===== src/rtl/btn_event_arbiter.sv =====
// btn_event_arbiter: turns debounced active-low button levels into ordered
// action requests over valid/ready. Long-press on reset/test: BTN_LONGPRESS_EN.
module btn_event_arbiter #(
    parameter int HOLD_CYCLES     = 150000000,
    parameter int COOLDOWN_CYCLES = 50000000
) (
    input  logic       clk,
    input  logic       rst_n,
    input  logic       btn_salud_n,
    input  logic       btn_hambre_n,
    input  logic       btn_reset_n,
    input  logic       btn_test_n,
    output logic       act_valid,
    output logic [1:0] act_code,
    input  logic       act_ready,
    output logic       test_mode,
    output logic       busy,
    output logic [7:0] drop_cnt
);

    typedef enum logic [1:0] {
        IDLE,
        OFFER,
        COOLDOWN
    } state_t;

    localparam int CD_W = (COOLDOWN_CYCLES > 1) ? $clog2(COOLDOWN_CYCLES) : 1;

    localparam logic [1:0] CODE_RESET = 2'd2;
    localparam logic [1:0] CODE_TEST  = 2'd3;

    if (HOLD_CYCLES < 1) begin : g_hold_chk
        $error("HOLD_CYCLES must be at least 1");
    end

    // Source order in every 4-bit vector: {test, reset, hambre, salud}
    logic [3:0] btn_n;
    logic [3:0] req;

    assign btn_n = {btn_test_n, btn_reset_n, btn_hambre_n, btn_salud_n};

`ifdef BTN_LONGPRESS_EN
    localparam int NP     = 2;
    localparam int HOLD_W = $clog2(HOLD_CYCLES + 1);
    localparam logic [HOLD_W-1:0] HOLD_MAX = HOLD_W'(HOLD_CYCLES);

    logic [HOLD_W-1:0] hold_rst_q, hold_rst_d;
    logic [HOLD_W-1:0] hold_tst_q, hold_tst_d;
    logic              hold_rst_ev, hold_tst_ev;

    // Hold counters count low cycles and park at the threshold
    always_comb begin
        hold_rst_d = '0;
        hold_tst_d = '0;
        if (!btn_n[2]) begin
            hold_rst_d = (hold_rst_q == HOLD_MAX) ? hold_rst_q
                                                  : hold_rst_q + HOLD_W'(1);
        end
        if (!btn_n[3]) begin
            hold_tst_d = (hold_tst_q == HOLD_MAX) ? hold_tst_q
                                                  : hold_tst_q + HOLD_W'(1);
        end
    end

    // Hold counter registers
    always_ff @(posedge clk or negedge rst_n) begin
        if (!rst_n) begin
            hold_rst_q <= '0;
            hold_tst_q <= '0;
        end else begin
            hold_rst_q <= hold_rst_d;
            hold_tst_q <= hold_tst_d;
        end
    end

    // One event only on the cycle the threshold is first reached
    assign hold_rst_ev = (hold_rst_d == HOLD_MAX) && (hold_rst_q != HOLD_MAX);
    assign hold_tst_ev = (hold_tst_d == HOLD_MAX) && (hold_tst_q != HOLD_MAX);
`else
    localparam int NP = 4;
`endif

    logic [NP-1:0] prev_q, prev_d;
    logic [NP-1:0] press;

    assign prev_d = btn_n[NP-1:0];
    assign press  = prev_q & ~btn_n[NP-1:0];

`ifdef BTN_LONGPRESS_EN
    assign req = {hold_tst_ev, hold_rst_ev, press};
`else
    assign req = press;
`endif

    state_t          state_q, state_d;
    logic [3:0]      pend_q, pend_d;
    logic [1:0]      code_q, code_d;
    logic            tm_q, tm_d;
    logic [7:0]      drop_q, drop_d;
    logic [CD_W-1:0] cd_q, cd_d;
    logic [3:0]      drop;
    logic [3:0]      code_oh;
    logic [1:0]      prio_code;

    assign code_oh = 4'b0001 << code_q;

    // Fixed priority pick: reset > test > salud > hambre
    always_comb begin
        prio_code = 2'd1;
        if (pend_q[2]) begin
            prio_code = CODE_RESET;
        end else if (pend_q[3]) begin
            prio_code = CODE_TEST;
        end else if (pend_q[0]) begin
            prio_code = 2'd0;
        end
    end

    // Pending capture, drop detection and offer/cooldown sequencing
    always_comb begin
        state_d = state_q;
        code_d  = code_q;
        tm_d    = tm_q;
        cd_d    = '0;
        pend_d  = pend_q | req;
        drop    = req & pend_q;
        unique case (state_q)
            IDLE: begin
                if (|pend_q) begin
                    code_d  = prio_code;
                    state_d = OFFER;
                end
            end
            OFFER: begin
                if (act_ready) begin
                    // Same-source event on the accept edge re-arms, no drop
                    drop   = req & pend_q & ~code_oh;
                    pend_d = (pend_q & ~code_oh) | req;
                    if (code_q == CODE_TEST) begin
                        tm_d = ~tm_q;
                    end
                    if (code_q == CODE_RESET) begin
                        pend_d  = '0;
                        drop    = '0;
                        tm_d    = 1'b0;
                        state_d = IDLE;
                    end else if (COOLDOWN_CYCLES == 0) begin
                        state_d = IDLE;
                    end else begin
                        state_d = COOLDOWN;
                    end
                end
            end
            COOLDOWN: begin
                if (int'(cd_q) >= COOLDOWN_CYCLES - 1) begin
                    state_d = IDLE;
                end else begin
                    cd_d = cd_q + CD_W'(1);
                end
            end
            default: state_d = IDLE;
        endcase
        drop_d = drop_q;
        if ((|drop) && (drop_q != 8'hFF)) begin
            drop_d = drop_q + 8'd1;
        end
    end

    // State, pending and status registers
    always_ff @(posedge clk or negedge rst_n) begin
        if (!rst_n) begin
            state_q <= IDLE;
            prev_q  <= '1;
            pend_q  <= '0;
            code_q  <= '0;
            tm_q    <= 1'b0;
            drop_q  <= '0;
            cd_q    <= '0;
        end else begin
            state_q <= state_d;
            prev_q  <= prev_d;
            pend_q  <= pend_d;
            code_q  <= code_d;
            tm_q    <= tm_d;
            drop_q  <= drop_d;
            cd_q    <= cd_d;
        end
    end

    assign act_valid = (state_q == OFFER);
    assign act_code  = code_q;
    assign busy      = (state_q == COOLDOWN);
    assign test_mode = tm_q;
    assign drop_cnt  = drop_q;

endmodule


===== config.mk =====
export PLATFORM = sky130hd
export DESIGN_NAME = btn_event_arbiter
export DESIGN_NICKNAME = d
export VERILOG_FILES = /design/src/rtl/btn_event_arbiter.sv
export SDC_FILE = /design/constraint.sdc
export NUM_CORES = 1
export LEC_CHECK = 0
export ABC_AREA = 1
export CAP_MARGIN = 20
export CORE_MARGIN = 1
export CORE_UTILIZATION = 40
export CTS_CLUSTER_DIAMETER = 120
export CTS_CLUSTER_SIZE = 12
export DETAILED_ROUTE_END_ITERATION = 10
export GPL_ROUTABILITY_DRIVEN = 0
export PLACE_DENSITY = 0.64
export SLEW_MARGIN = 20
export SYNTH_ARGS = -nofsm -noshare
export SYNTH_HDL_FRONTEND = slang
export SYNTH_SLANG_ARGS = --single-unit

===== constraint.sdc =====
create_clock -name clk -period 3 [get_ports clk]
set_input_delay 0.45 -clock clk [delete_from_list [all_inputs] [get_ports clk]]
set_output_delay 0.45 -clock clk [all_outputs]
set_load 0.01 [all_outputs]

==> impl_metrics.py <==
metrics = {
    "detailed_routing": {
        "drtIter0Drc": 127,
        "wire_per_inst_um": 11.73,
        "drtAntennaViolNets": 0,
        "first_pass_iters": 4,
        "drc": 0,
        "vias_per_cell": 4.823,
        "vias": 2238,
        "wirelength_um": 5445,
    },
    "place": {
        "dpl_cell_area_um2": 2898,
        "port_buffers": 19,
        "pre_cts_slack_ns": 0.9600,
        "dp_hpwl_um": 4045,
    },
    "synthesis": {
        "synth.distinct_cells": 23,
        "yosysWarningCount": 0,
        "syn_inst": 363,
        "synth_top_cell_by_area": "dfrtp_1",
        "synth-seq-cells": 47,
        "yosysTopAreaCellShare_pct": 40.60,
        "synth_nets": 372,
        "synth.top_cells.by_area": "dfrtp_1 41%, nand2_1 15%, nor2_1 9.6%",
        "ys_seq_area_share_pct": 44.57,
        "netlist_area_um2": 2650,
        "syn_avg_cell_area_um2": 7.300,
    },
    "clock_tree": {
        "clockBufferDepth": 2,
        "cts_hold_buf": 0,
        "clk_pin_slew_ns": 0.10,
        "cts.repair.resized": 0,
        "cts_setup_buffers": 0,
        "clock-sinks": 47,
        "htreeDepth": 2,
        "cts_tree": "done",
        "insertion_delay_ns": 0.31,
        "cts-root-buf": "clkbuf_8",
        "numCtsBuffers": 5,
    },
    "floorplanning": {
        "die_x_um": 83.40,
        "coreArea_um2": 6386,
        "die-area_um2": 6955,
        "ios": 20,
        "die_height_um": 83.40,
        "rows": 29,
        "start_util_pct": 41.50,
    },
    "cells_and_area": {
        "mostFrequentLayoutCell": "nand2_1",
        "antenna_cells": 0,
        "layout-drive-gt1-share_pct": 6.977,
        "layout.nets": 395,
        "final_area_um2": 2997,
        "mostFrequentLayoutCells": "108 x nand2_1, 68 x nor2_1, 44 x inv_1",
        "fin_util_pct": 46.92,
        "syn_to_final_growth_pct": 13.08,
    },
    "global_routing": {
        "grt_pass1_vias": 2224,
        "overflow": 0,
        "track_usage_pct": 17.19,
        "antenna_found_initial": 0,
        "grt_max_degree": 48,
        "grt_first_pass_wirelength_um": 9825,
    },
    "sta": {
        "finalSetupTns_ns": 0,
        "slew_viol_final": 0,
        "finalHoldViolations": 0,
        "rsz0062_at_grt": "no",
        "fin_crit_ns": 2.110,
        "fin_ws_ns": 0.8900,
        "fin_skew_ns": 0.009323,
        "whs_ns": 0.1141,
        "slew_headroom_pct": 61.17,
        "worst_pin_slew_ns": 0.5825,
        "min_period_over_period_pct": 70.33,
        "clock.fmax_mhz": 473.9,
        "report.final.setup_viol": 0,
    },
    "critical_path": {
        "crit_chain": "inv_1 > nor2_1 > clkdlybuf4s50_1",
        "worst_ep_required_time_ns": 2.55,
        "critPathMaxStageDelay_ns": 0.60,
        "cp-end-kind": "output port",
        "cp_data_arrival_time_ns": 1.66,
        "start_kind": "flip-flop",
        "r2r_cells": 10,
        "critPathMaxFanout": 3,
        "path_class": "reg -> out",
        "cp_slowest_cell": "clkdlybuf4s50_1",
    },
    "pwr": {
        "power.density_nw_per_um2": 614.8,
        "vdd_drop_max_uv": 474.2,
        "power.leakage_uw": 0.001347,
    },
    "flow_run": {
        "maxCapViolCount": 0,
    },
    "min_path": {
        "hold_class": "in -> async",
    },
    "outcome": {
        "status": "finished, final reports clean",
    },
}
-- logic make-up after synthesis --
family	after synthesis	synth area share [%]
buffers and inverters	47	7.507
AO/OA/AOI/OAI	17	3.541
XOR/XNOR	21	6.941
AND/OR/NAND/NOR	229	36.50
flip-flops	47	44.57
adder cells (fa/ha/maj)	2	0.9441
-- final cells by class --
| cell class | instances | area, um^2 |
|---|---|---|
| Clock inverter | 3 | 27.53 |
| Fill cell | 638 | 3390 |
| Multi-Input combinational cell | 269 | 1270 |
| Clock buffer | 5 | 68.82 |
| Sequential cell | 47 | 1181 |
| Inverter | 44 | 165.2 |
| Tap cell | 77 | 96.34 |
| Timing Repair Buffer | 19 | 187.7 |
-- sequential cells by signal, indices dropped and copies added, names as in the netlist --
| register | count |
|---|---|
| cd_q | 26 |
| drop_cnt | 8 |
| pend_q | 4 |
| prev_q | 4 |
| act_code | 2 |
| state_q | 2 |
| test_mode | 1 |
-- routing by layer --
layer  GRT usage [%]  vias to the layer above  share of wire [%]
li1                -                     1168                  -
met1           23.31                     1019                 49
met2           27.87                       42                 46
met3           2.783                        9                3.3
met4           5.956                        0                2.0
met5               0                        -                  0
-- stage by stage --
step / instances / power (uW)
6_report: 464 / 1842
2_1_floorplan: 363 / 1207
4_1_cts: 464 / 1860
5_1_grt: 464 / 1969
3_5_place_dp: 456 / 1438
3_3_place_gp: 456 / 1426
-- where the power goes --
group	internal, uW	leakage, uW	total [uW]	switching (uW)
sequential	739	0.000614	848	109
combinational	243	0.000686	577	334
clock	173	0.0000467	417	244
total	1160	0.00135	1840	687
-- worst max-delay path, delay by kind of cell (launching register included) --
family / cells / cell delay, ns
buffers and inverters: 2 / 0.68
DFF: 1 / 0.40
and+or+nand+nor: 1 / 0.28
-- path summary, 6_finish.rpt --
path,from,to,slack [ns]
max reg2reg,cd_q[0]$_DFF_PN0_,state_q[1]$_DFFE_PN0P_,1.16
max,state_q[1]$_DFFE_PN0P_,busy,0.89
min in group clk,pend_q[0]$_DFF_PN0_,pend_q[0]$_DFF_PN0_,0.51
min reg2reg,pend_q[0]$_DFF_PN0_,pend_q[0]$_DFF_PN0_,0.51
min,rst_n,cd_q[16]$_DFF_PN0_,0.11
max in group asynchronous,rst_n,drop_cnt[6]$_DFFE_PN0P_,2.47
-- synth_stat cells (all sizes together) --
library cell  instances
nor3                  7
buf                   3
xor2                 14
a21oi                 6
inv                  44
dfstp                 4
nor3b                 1
nand2               110
nand3                27
o21ai                 9
dfrtp                43
o21bai                1
nand4                 6
nand3b                1
ha                    2
nor2                 77
a21boi                1
xnor2                 7
(Power assumes the default switching activity.)
